`src/rtl/reg_file16_if.sv`:
```
// reg_file16_if: bus bundle for the reg_file16 register file.
//   wf        write flag, write wd to entry wa at the rising edge
//   wa, wd    write address / write data
//   ra1, ra2  read addresses for the two combinational read ports
//   rd1, rd2  read data (combinational, with write-to-read bypass)
//   clr       start the sequential clear of all entries
//   busy      high while the clear sequence runs
// The master modport drives requests; the slave modport is the register file.
interface reg_file16_if #(
  parameter int WIDTH = 16,
  parameter int AW    = 4
);
  logic             wf;
  logic [AW-1:0]    wa;
  logic [WIDTH-1:0] wd;
  logic [AW-1:0]    ra1;
  logic [AW-1:0]    ra2;
  logic [WIDTH-1:0] rd1;
  logic [WIDTH-1:0] rd2;
  logic             clr;
  logic             busy;

  modport master (
    output wf, wa, wd, ra1, ra2, clr,
    input  rd1, rd2, busy
  );

  modport slave (
    input  wf, wa, wd, ra1, ra2, clr,
    output rd1, rd2, busy
  );
endinterface

```
`src/rtl/reg_file16.sv`:
```
// reg_file16: parametrised register file with one write port, two
// combinational read ports with write-to-read bypass, an optional
// hardwired-zero entry 0, and a clear engine that zeroes one entry per
// cycle on request.
// Ports:
//   clk  system clock, all state updates on the rising edge
//   rst  synchronous, active-high reset (zeroes every entry, FSM to idle)
//   bus  reg_file16_if.slave: wf/wa/wd write port, ra1/ra2 -> rd1/rd2 read
//        ports, clr request and busy status
module reg_file16 #(
  parameter int WIDTH    = 16,
  parameter int DEPTH    = 16,
  parameter int AW       = 4,
  parameter int ZERO_REG = 1
) (
  input  logic        clk,
  input  logic        rst,
  reg_file16_if.slave bus
);

  typedef enum logic {IDLE, CLEARING} state_t;

  state_t           state_q, state_d;
  logic [AW-1:0]    cnt_q, cnt_d;
  logic [WIDTH-1:0] mem [DEPTH];
  logic             busy;
  logic             we;

  assign busy     = (state_q == CLEARING);
  assign bus.busy = busy;

  // A write is accepted only outside the clear sequence and never to a
  // hardwired-zero entry 0; the same term qualifies the bypass path.
  assign we = bus.wf && !busy && !((ZERO_REG != 0) && (bus.wa == '0));

  // Bypass: a pending accepted write is visible on the read port in the
  // same cycle, so stale contents never leak out.
  function automatic logic [WIDTH-1:0] read_port(input logic [AW-1:0] ra);
    if ((ZERO_REG != 0) && (ra == '0))
      return '0;
    else if (we && (bus.wa == ra))
      return bus.wd;
    else
      return mem[ra];
  endfunction

  assign bus.rd1 = read_port(bus.ra1);
  assign bus.rd2 = read_port(bus.ra2);

  // NOTE: the storage is a flop array, not a RAM macro, because the reset
  // has to zero every entry in a single edge; a RAM could not do that.
  always_ff @(posedge clk) begin
    if (rst) begin
      for (int i = 0; i < DEPTH; i++) mem[i] <= '0;
    end else if (busy) begin
      mem[cnt_q] <= '0;
    end else if (we) begin
      mem[bus.wa] <= bus.wd;
    end
  end

  // NOTE: state registers use non-blocking assignments so every flop
  // samples the pre-edge values regardless of process ordering.
  always_ff @(posedge clk) begin
    if (rst) begin
      state_q <= IDLE;
      cnt_q   <= '0;
    end else begin
      state_q <= state_d;
      cnt_q   <= cnt_d;
    end
  end

  // NOTE: defaults come first so no path through the case leaves a
  // variable unassigned, which would infer a latch.
  always_comb begin
    state_d = state_q;
    cnt_d   = cnt_q;
    unique case (state_q)
      IDLE: begin
        cnt_d = '0;
        if (bus.clr) state_d = CLEARING;
      end
      CLEARING: begin
        // clr is ignored here; the counter wraps to 0 exactly as the
        // sequence ends.
        cnt_d = cnt_q + AW'(1);
        if (cnt_q == AW'(DEPTH - 1)) state_d = IDLE;
      end
      default: state_d = IDLE;
    endcase
  end

endmodule

```
`src/flat_wrapper.sv`:
```
// flat-port wrapper written by rule: the top's interface ports become plain ports
module reg_file16_flat 
#(
  parameter int WIDTH    = 16,
  parameter int DEPTH    = 16,
  parameter int AW       = 4,
  parameter int ZERO_REG = 1
)
  (clk, rst, bus_wf, bus_wa, bus_wd, bus_ra1, bus_ra2, bus_clr, bus_rd1, bus_rd2, bus_busy);
  reg_file16_if #(.WIDTH(WIDTH), .AW(AW)) bus_i ();
  input  logic clk;
  input  logic rst;
  input wire logic [$bits(bus_i.wf)-1:0] bus_wf;
  input wire logic [$bits(bus_i.wa)-1:0] bus_wa;
  input wire logic [$bits(bus_i.wd)-1:0] bus_wd;
  input wire logic [$bits(bus_i.ra1)-1:0] bus_ra1;
  input wire logic [$bits(bus_i.ra2)-1:0] bus_ra2;
  input wire logic [$bits(bus_i.clr)-1:0] bus_clr;
  output wire logic [$bits(bus_i.rd1)-1:0] bus_rd1;
  output wire logic [$bits(bus_i.rd2)-1:0] bus_rd2;
  output wire logic [$bits(bus_i.busy)-1:0] bus_busy;
  assign bus_i.wf = bus_wf;
  assign bus_i.wa = bus_wa;
  assign bus_i.wd = bus_wd;
  assign bus_i.ra1 = bus_ra1;
  assign bus_i.ra2 = bus_ra2;
  assign bus_i.clr = bus_clr;
  assign bus_rd1 = bus_i.rd1;
  assign bus_rd2 = bus_i.rd2;
  assign bus_busy = bus_i.busy;
  reg_file16 #(.WIDTH(WIDTH), .DEPTH(DEPTH), .AW(AW), .ZERO_REG(ZERO_REG)) u_core (.clk(clk), .rst(rst), .bus(bus_i));
endmodule
```
`config.mk`:
```
export PLATFORM = sky130hd
export DESIGN_NAME = reg_file16_flat
export DESIGN_NICKNAME = d
export VERILOG_FILES = /design/src/rtl/reg_file16_if.sv /design/src/rtl/reg_file16.sv /design/src/flat_wrapper.sv
export SDC_FILE = /design/constraint.sdc
export NUM_CORES = 1
export LEC_CHECK = 0
export BUFFER_PORTS_ARGS = -buffer_cell sky130_fd_sc_hd__buf_4
export CAP_MARGIN = 20
export CORE_ASPECT_RATIO = 0.75
export CORE_MARGIN = 10
export CORE_UTILIZATION = 61
export CTS_CLUSTER_DIAMETER = 30
export DETAILED_ROUTE_END_ITERATION = 10
export PLACE_DENSITY = 0.84
export SLEW_MARGIN = 20
export SYNTH_ARGS = -nofsm -noshare
export SYNTH_HDL_FRONTEND = slang
export SYNTH_SLANG_ARGS = --single-unit
```
`constraint.sdc`:
```
create_clock -name clk -period 3 [get_ports clk]
set_clock_uncertainty 0.1 [all_clocks]
set_input_delay 0.15 -clock clk [delete_from_list [all_inputs] [get_ports clk]]
set_output_delay 0.15 -clock clk [all_outputs]
set_load 0.01 [all_outputs]
```
# --- After elaboration in Yosys (flattened, before gate mapping) ---
# Memories as Yosys holds them, arrays and structs flattened.
# Cells that the tools add are included.
op_classes:
  n_reduce_logical: 11
  eq_ne: 3
  n_mux: 23
  add_sub_neg: 1
  bitwise: 1
op_table:
  columns: ["op", "n"]
  rows:
  - ["two-way mux 16 bit", 6]
  - ["OR reduction 16 bit", 2]
  - ["two-way mux 1 bit", 13]
  - ["zero test 4 bit", 3]
  - ["equality test 4 bit", 2]
  - ["two-way mux 4 bit", 2]
  - ["one-hot mux 4 bit (2 select lines)", 1]
  - ["adder 4 x 1 -> 4 bit (second input constant)", 1]
  - ["equality test 4 bit (second input constant)", 1]
  - ["logical AND 1 bit", 4]
  - ["zero test 1 bit", 2]
  - ["one-hot mux 1 bit (2 select lines)", 1]
  - ["NOT 1 bit", 1]
word_totals:
  memories: 1
  reg_bits: 5
  inputBits: 32
  elab_cells: 42
  mem_bits_rw: 256
  out_inout_bits: 33
mem_list:
  columns: ["memory", "words", "width", "rd", "rd_clocked_by_memory_dff", "wr", "line", "text"]
  rows:
  - ["u_core.mem", 16, 16, 2, 0, 16, "reg_file16.sv:25", "logic [WIDTH-1:0] mem [DEPTH];"]

# --- Depth between registers and ports, before layout ---
# Gate-level depths: netlist (run 1).
depth:
  word_depth: 9
  ltp_mapped: 8
  depth_no_buf: 4

# --- Worst setup path before layout (run 1) ---
# OpenSTA, ideal clock, no wires.
synth_path:
  path_kind: "flip-flop to flip-flop"
  startpoint: "reg u_core.state_q, in the netlist u_core.bus.busy"
  endpoint: "mem u_core.mem[3][0], enable pin"
  stages_incl_launch_ff: 6
  t_required_ns: 2.486
  path_slack_ns: 0.223
  period_less_slack_ns: 2.777
  arrival_time_ns: 2.263
  path_buffers: 3
  cell_sequence: "dfxtp_1 buf_6 nand3b_1 buf_4 buf_2 o31ai_1"
synth_lines:
  columns: ["element", "line", "text"]
  rows:
  - ["from (decl)", "reg_file16.sv:23", "state_t state_q, state_d;"]
  - ["from (signal assigned)", "reg_file16.sv:69", "state_q <= state_d;"]
  - ["to (decl)", "reg_file16.sv:25", null]

==> reports/qor.yml, run 1 <==
cts:
  clk_pin_slew_ns: 0.06
  cts.sinks: 261
  root_buffer: "clkbuf_16"
  clock_path_buffers: 3
  cts_tree: "built"
  clock_latency_ns: 0.51
  htree_levels: 2
  numCtsBuffers: 42
power:
  powerDensity_mw_per_mm2: 611
  peakVddDrop_mv: 0.577
  leakage_nw: 6.07
hold_path:
  min_path_type: "in2reg"
floorplanning:
  num_rows: 48
  die_area_mm2: 0.0304
  core_area_mm2: 0.0232
  ioPinCount: 65
  dieHeight_um: 153
  fp.dieW_um: 198
  initial_core_util: 0.625
timing:
  period_minus_slack_ns: 3.00
  timing.slew.headroom: 0.302
  finalHoldViolations: 0
  setup-violations-final: 1
  fin_crit_sh: 1.00
  fmax_mhz: 333
  maxSlewViolCount: 0
  final.setup.tns_ns: -0.00205
  setup_slack_ns: -0.00205
  rsz0062_at_grt: "no"
  worstMarginPinSlew_ns: 1.05
synth:
  synth_seq_cells: 261
  synth_compound_area_frac: 0.0970
  ys_warn_count: 0
  synth_fa_ha_area_frac: 0.000863
  muxShareOfSynthArea: 0.196
  synth_edf_count: 256
  seq_area_frac_synth: 0.537
  synth_top_family_by_area: "multiplexers"
  synthCells: 1163
  synth_area_per_cell_um2: 12.5
  synth_xor_area_frac: 0.00604
  synth_flop_cell: "edfxtp_1"
  yosys.area_share.simple: 0.119
  synth_cell_type_count: 65
  synth_area_mm2: 0.0145
  async_flop_share: 0
critical_path:
  cp_slowest_cell: "a2111oi_1"
  r2r-start: "u_core.bus.busy"
  worstPathArrival_ns: 2.75
  reg2reg_to: "u_core.mem[11][6]"
  cp_cell_sequence: "mux4_1 > and3_1 > a2111oi_1 > a21oi_1 > buf_4"
  reg2regPathDepth: 4
  reg2reg_slack_ns: 0.27
  max_stage_delay_ns: 0.72
  end_kind: "primary output"
  critPathLaunchType: "flop"
  path_class: "reg2out"
  worst-path-max-fanout: 2
  startpoint: "u_core.mem[11][12]"
  worst-endpoint-required_ns: 2.75
  setup.worst_path.end: "bus_rd1[12]"
layout:
  drive_above_1_share: 0.219
  fin_nets: 1264
  area_delta_synth_final_pct: 15.8
  n_antenna_cell: 0
route:
  wl_met2_mm: 21.0
  wirelength_mm: 45.0
  dr.pass1.iters: 6
  wl_met3_mm: 6.46
  num_vias: 11468
  antenna_left: 0
  post_drt_wl_per_cell_um: 28.8
  top_layer: "met4"
  drtIter0Drc: 1903
  drt-vias-per-instance: 7.34
  drc: 0
  drt-met1-wl_mm: 15.2
grt:
  antenna_found_initial: 0
  grt_pass1_vias: 11360
  track_usage: 0.291
  grt_pass1_wl_mm: 67.7
  globalRouteOverflowTotal: 0
  grt_max_degree: 49
run_status:
  violations: "negative setup slack"
  status: "finished with violations"
job:
  drv_cap: 0
placement:
  place_congestion: 0.957
  hpwlAfterDp_mm: 28.7
  post-place-ws_ns: 0.320
  portBuffers: 64
-- flip-flops by register name (all words and copies together), names as in the netlist --
signal,count
u_core.bus.busy,1
u_core.cnt_q,4
u_core.mem,256
-- worst max-delay path, delay by kind of cell, from the launching register on --
| family | cells | cell delay (ns) |
|---|---|---|
| AOI/OAI and AO/OA | 2 | 0.90 |
| DFF | 1 | 0.41 |
| muxes | 1 | 0.52 |
| buffers and inverters | 1 | 0.18 |
| and+or+nand+nor | 1 | 0.20 |
-- what timing repair did --
item	in CTS	in global routing
hold endpoints to repair	38	0
gates resized for setup	0	5
buffers inserted	0	0
hold buffers	17	0
setup endpoints to repair	0	10
-- cells by family (layout without fill, tap and decap cells) --
| group | Yosys count | after routing |
|---|---|---|
| other | 1 | 16 |
| adder cells (fa/ha/maj) | 1 | 1 |
| multiplexers | 196 | 196 |
| flip-flops | 261 | 261 |
| AO/OA/AOI/OAI | 193 | 193 |
| buffers and inverters | 124 | 209 |
| AND/OR/NAND/NOR | 377 | 377 |
| XOR/XNOR | 10 | 10 |
-- layout make-up --
type                            instances  area (um2)
Sequential cell                       261        7790
Clock buffer                           45        1080
Multi-Input combinational cell        793        6150
Fill cell                            1460        6400
Inverter                                1        3.75
Clock inverter                         31         323
Timing Repair Buffer                  132        1060
Tap cell                              300         375
-- power by group --
group | switching, mW | internal (mW) | leakage, nW
clock | 1.83 | 3.01 | 0.677
sequential | 0.0907 | 4.16 | 2.67
combinational | 0.702 | 0.466 | 2.73
-- Yosys cell counts (all sizes together) (9+ instances only) --
| library cell | count | share of area |
|---|---|---|
| xnor2 | 9 | 0.0054 |
| nor3 | 49 | 0.017 |
| mux2i | 129 | 0.089 |
| a211oi | 17 | 0.0088 |
| and3 | 15 | 0.0065 |
| nand2 | 32 | 0.0088 |
| o31ai | 33 | 0.017 |
| a21oi | 26 | 0.010 |
| nand3 | 33 | 0.012 |
| mux4 | 64 | 0.10 |
| clkbuf | 43 | 0.011 |
| a31oi | 17 | 0.0073 |
| o22ai | 65 | 0.028 |
| nor2 | 209 | 0.054 |
| buf | 80 | 0.032 |
| edfxtp | 256 | 0.53 |
| a2111oi | 15 | 0.012 |
-- per-stage QoR --
step / total power, mW / cells / instance area, um2 / utilization / hold WS (ns)
final: 10.3 / 1563 / 16800 / 0.724 / 0.0124
after global routing: 10.5 / 1563 / 16800 / 0.724 / 0.0354
after CTS: 10.2 / 1563 / 16800 / 0.724 / 0.00182
after detailed placement: 5.41 / 1470 / 15200 / 0.656 / 0.310
after global placement: 5.37 / 1470 / 15200 / 0.656 / 0.297
after floorplan: 4.98 / 1178 / 14500 / - / 0.203
-- how the worst min path moves through the flow --
stage | end | start | slack (ns) | cells after the start
after global routing | u_core.mem[14][15] | bus_wd[15] | 0.04 | 3
final | u_core.mem[15][15] | bus_wd[15] | 0.01 | 3
after global placement | u_core.bus.busy | bus_clr | 0.30 | 3
after CTS | u_core.mem[15][15] | bus_wd[15] | 0.002 | 3
after detailed placement | u_core.bus.busy | bus_clr | 0.31 | 3
after floorplan | u_core.bus.busy | bus_clr | 0.20 | 2
-- cells in the final DEF (no fill, tap or decap), types with 4 or more instances in the layout --
cell type	n
edfxtp_1	256
a31oi_1	17
mux4_2	46
mux4_1	18
nor2b_1	6
xnor2_1	9
nor3_1	48
nand3_1	32
bufinv_16	4
o22ai_1	65
a21oi_1	24
nand3b_1	4
nand2_1	29
inv_6	9
conb_1	16
a2111oi_2	7
or3b_2	4
and3_1	15
a2111oi_0	5
o31ai_1	32
or2_2	4
mux2i_1	129
a31o_2	6
clkinv_2	4
dlygate4sd3_1	17
clkinvlp_4	5
clkinv_4	5
nor2_1	209
a211oi_1	17
buf_4	113
clkbuf_16	43
dfxtp_1	5
-- layer usage --
metal  global-route usage  up-vias
met5                    0        -
met4                0.161        0
met3               0.0921      207
met2                0.450     1122
met1                0.356     5470
li1                     -     4669
No activity file was read; power rests on OpenSTA's default activity.
==> inputs of run 2 (changes only) <==
--- a/config.mk
+++ b/config.mk
@@ -12,6 +12,7 @@
 export CORE_UTILIZATION = 61
 export CTS_CLUSTER_DIAMETER = 30
 export DETAILED_ROUTE_END_ITERATION = 10
+export GPL_TIMING_DRIVEN = 0
 export PLACE_DENSITY = 0.84
 export SLEW_MARGIN = 20
 export SYNTH_ARGS = -nofsm -noshare
==> reports/qor.yml, run 2 (same netlist as run 1, synthesis figures left out) <==
run_status:
  status: "complete, no violations"
route:
  wl_met2_mm: 21.1  # +0.49%
  drc: 0  # unchanged
  dr.pass1.iters: 6  # unchanged
  wirelength_mm: 48.4  # +7.4%
  top_layer: "met5"
  drt-met1-wl_mm: 17.0  # +12%
  post_drt_wl_per_cell_um: 29.6  # +2.7%
  drtIter0Drc: 1996  # +4.9%
  antenna_left: 0  # unchanged
  num_vias: 12027  # +4.9%
  wl_met3_mm: 7.83  # +21%
  drt-vias-per-instance: 7.36  # +0.26%
layout:
  final_cell_mix: "edfxtp_1, nor2_1, mux2i_1"
  fin_nets: 1332  # +5.4%
  largest_reg_flops: 256  # unchanged
  final_area_mm2: 0.0171  # +2.1%
  final_common_cell: "edfxtp_1"
  fin_util: 0.739  # +0.0149
  area_delta_synth_final_pct: 18.2
  largest-register: "u_core.mem"
  stdcell_count: 1635  # +4.6%
  drive_above_1_share: 0.221  # +0.00261
timing:
  maxSlewViolCount: 0  # unchanged
  period_minus_slack_ns: 3.00  # -0.00534 ns
  setup-violations-final: 0  # -1
  rsz0062_at_grt: "no"
  fin_crit_sh: 0.999  # -0.00178
  finalHoldViolations: 0  # unchanged
  fmax_mhz: 334  # +0.18%
  timing.slew.headroom: 0.298  # -0.00408
  setup_slack_ns: 0.00330  # +0.00534 ns
  worstMarginPinSlew_ns: 1.05  # +0.00827 ns
grt:
  antenna_found_initial: 1  # +1
  track_usage: 0.315  # +0.0247
  grt_pass1_vias: 11890  # +4.7%
  globalRouteOverflowTotal: 0  # unchanged
  grt_pass1_wl_mm: 71.6  # +5.9%
  grt_max_degree: 17  # -65%
critical_path:
  reg2regPathDepth: 5  # +1
  max_stage_delay_ns: 0.61  # -0.11 ns
  worst-endpoint-required_ns: 2.75  # about the same
  path_class: "in2out"
  r2r-start: "u_core.cnt_q[1]"
  cp_cell_sequence: "buf_2 > or3b_2 > clkbuf_1 > clkbuf_1 > o22ai_1 > a211oi_1 > a31oi_1 > buf_4"
  reg2reg_slack_ns: 0.16  # -0.11 ns
  worstPathArrival_ns: 2.75  # about the same
  cp_slowest_cell: "clkbuf_1"
  critPathLaunchType: "input port"
  worst-path-max-fanout: 10  # +8
  startpoint: "bus_ra2[1]"
  reg2reg_to: "u_core.mem[9][5]"
  end_kind: "primary output"
  setup.worst_path.end: "bus_rd2[0]"
  cp_common_cell: "clkbuf_1"
cts:
  cts_tree: "built"
  cts.sinks: 261  # unchanged
  clock_latency_ns: 0.53  # +0.02 ns
  numCtsBuffers: 44  # +4.8%
  root_buffer: "clkbuf_16"
  clk_pin_slew_ns: 0.05  # about the same
  htree_levels: 2  # unchanged
  clock_path_buffers: 3  # unchanged
  cts_setup_buffers: 0  # unchanged
floorplanning:
  num_rows: 48  # unchanged
  core_area_mm2: 0.0232  # unchanged
  fp.dieW_um: 198  # unchanged
  die_area_mm2: 0.0304  # unchanged
  ioPinCount: 65  # unchanged
  initial_core_util: 0.625  # unchanged
  dieHeight_um: 153  # unchanged
hold_path:
  hp-start: "bus_wd[3]"
  min_path_type: "in2reg"
power:
  leakage_nw: 6.21  # +2.2%
  power_mw: 10.8  # +5.0%
  peakVddDrop_mv: 0.598  # +3.6%
  powerDensity_mw_per_mm2: 628  # +2.9%
placement:
  dp.cells: 1537  # +4.6%
  portBuffers: 58  # -9.4%
  place_area_mm2: 0.0154  # +1.2%
  post-place-ws_ns: -0.0991  # -0.419 ns
  place_congestion: 0.958  # +0.15%
  hpwlAfterDp_mm: 34.5  # +20%
job:
  drv_cap: 0  # unchanged
[run 2: cell types whose count changed in the layout (fill, tap and decap cells not counted), sizes merged]
cell	before	now
dlygate4sd3	17	16
clkbuf	45	93
clkinvlp	5	6
buf	115	139
clkinv	12	14
bufinv	4	9
inv	11	3
diode	0	1
[run 2: cell type report]
| type | instances | area, um2 |
|---|---|---|
| Sequential cell | 261 | 7790 |
| Multi-Input combinational cell | 793 | 6180 |
| Fill cell | 1494 | 6050 |
| Clock buffer | 50 | 1140 |
| Buffer | 123 | 631 |
| Timing Repair Buffer | 75 | 607 |
| Clock inverter | 31 | 399 |
| Tap cell | 300 | 375 |
| Inverter | 1 | 3.75 |
| Antenna cell | 1 | 2.50 |
[run 2: worst min-delay path by stage]
stage	end	slack (ns)	depth (start not counted)
2_1_floorplan	u_core.bus.busy	0.20	2
3_3_place_gp	u_core.bus.busy	0.32	3
3_5_place_dp	u_core.bus.busy	0.34	3
4_1_cts	u_core.mem[10][3]	0.01	3
5_1_grt	u_core.mem[10][3]	0.03	3
6_report	u_core.mem[12][3]	0.02	3
[run 2: layer usage]
layer	vias to the layer above	track usage
met1	5800	0.421
met3	186	0.0895
met4	2	0.147
li1	4807	-
met2	1232	0.468
met5	-	0
[run 2: repair_timing]
| action | 4_1_cts | 5_1_grt |
|---|---|---|
| hold buffers | 16 | 0 |
| setup endpoints to repair | 23 | 85 |
| gates cloned | 0 | 0 |
| resized for setup | 2 | 9 |
| endpoints found under the hold margin | 52 | 0 |
| pin swaps | 0 | 0 |
[run 2: stage by stage]
step,hold slack [ns],TNS (ns)
floorplan,0.203,0
global placement,0.316,-18.74
detailed placement,0.340,-1.55
CTS,0.0116,0
global route,0.0302,0
finish,0.0208,0
[run 2: power by group]
part | internal (mW) | total [mW] | switching, mW
sequential | 4.16 | 4.24 | 0.0843
clock | 3.51 | 5.30 | 1.79
combinational | 0.469 | 1.21 | 0.746
total | 8.14 | 10.8 | 2.62
[run 2: critical path: cells and delay by family]
family | cells | cell delay, ns
buffers and inverters | 4 | 1.56
AO/OA/AOI/OAI | 3 | 0.83
AND/OR/NAND/NOR | 1 | 0.19
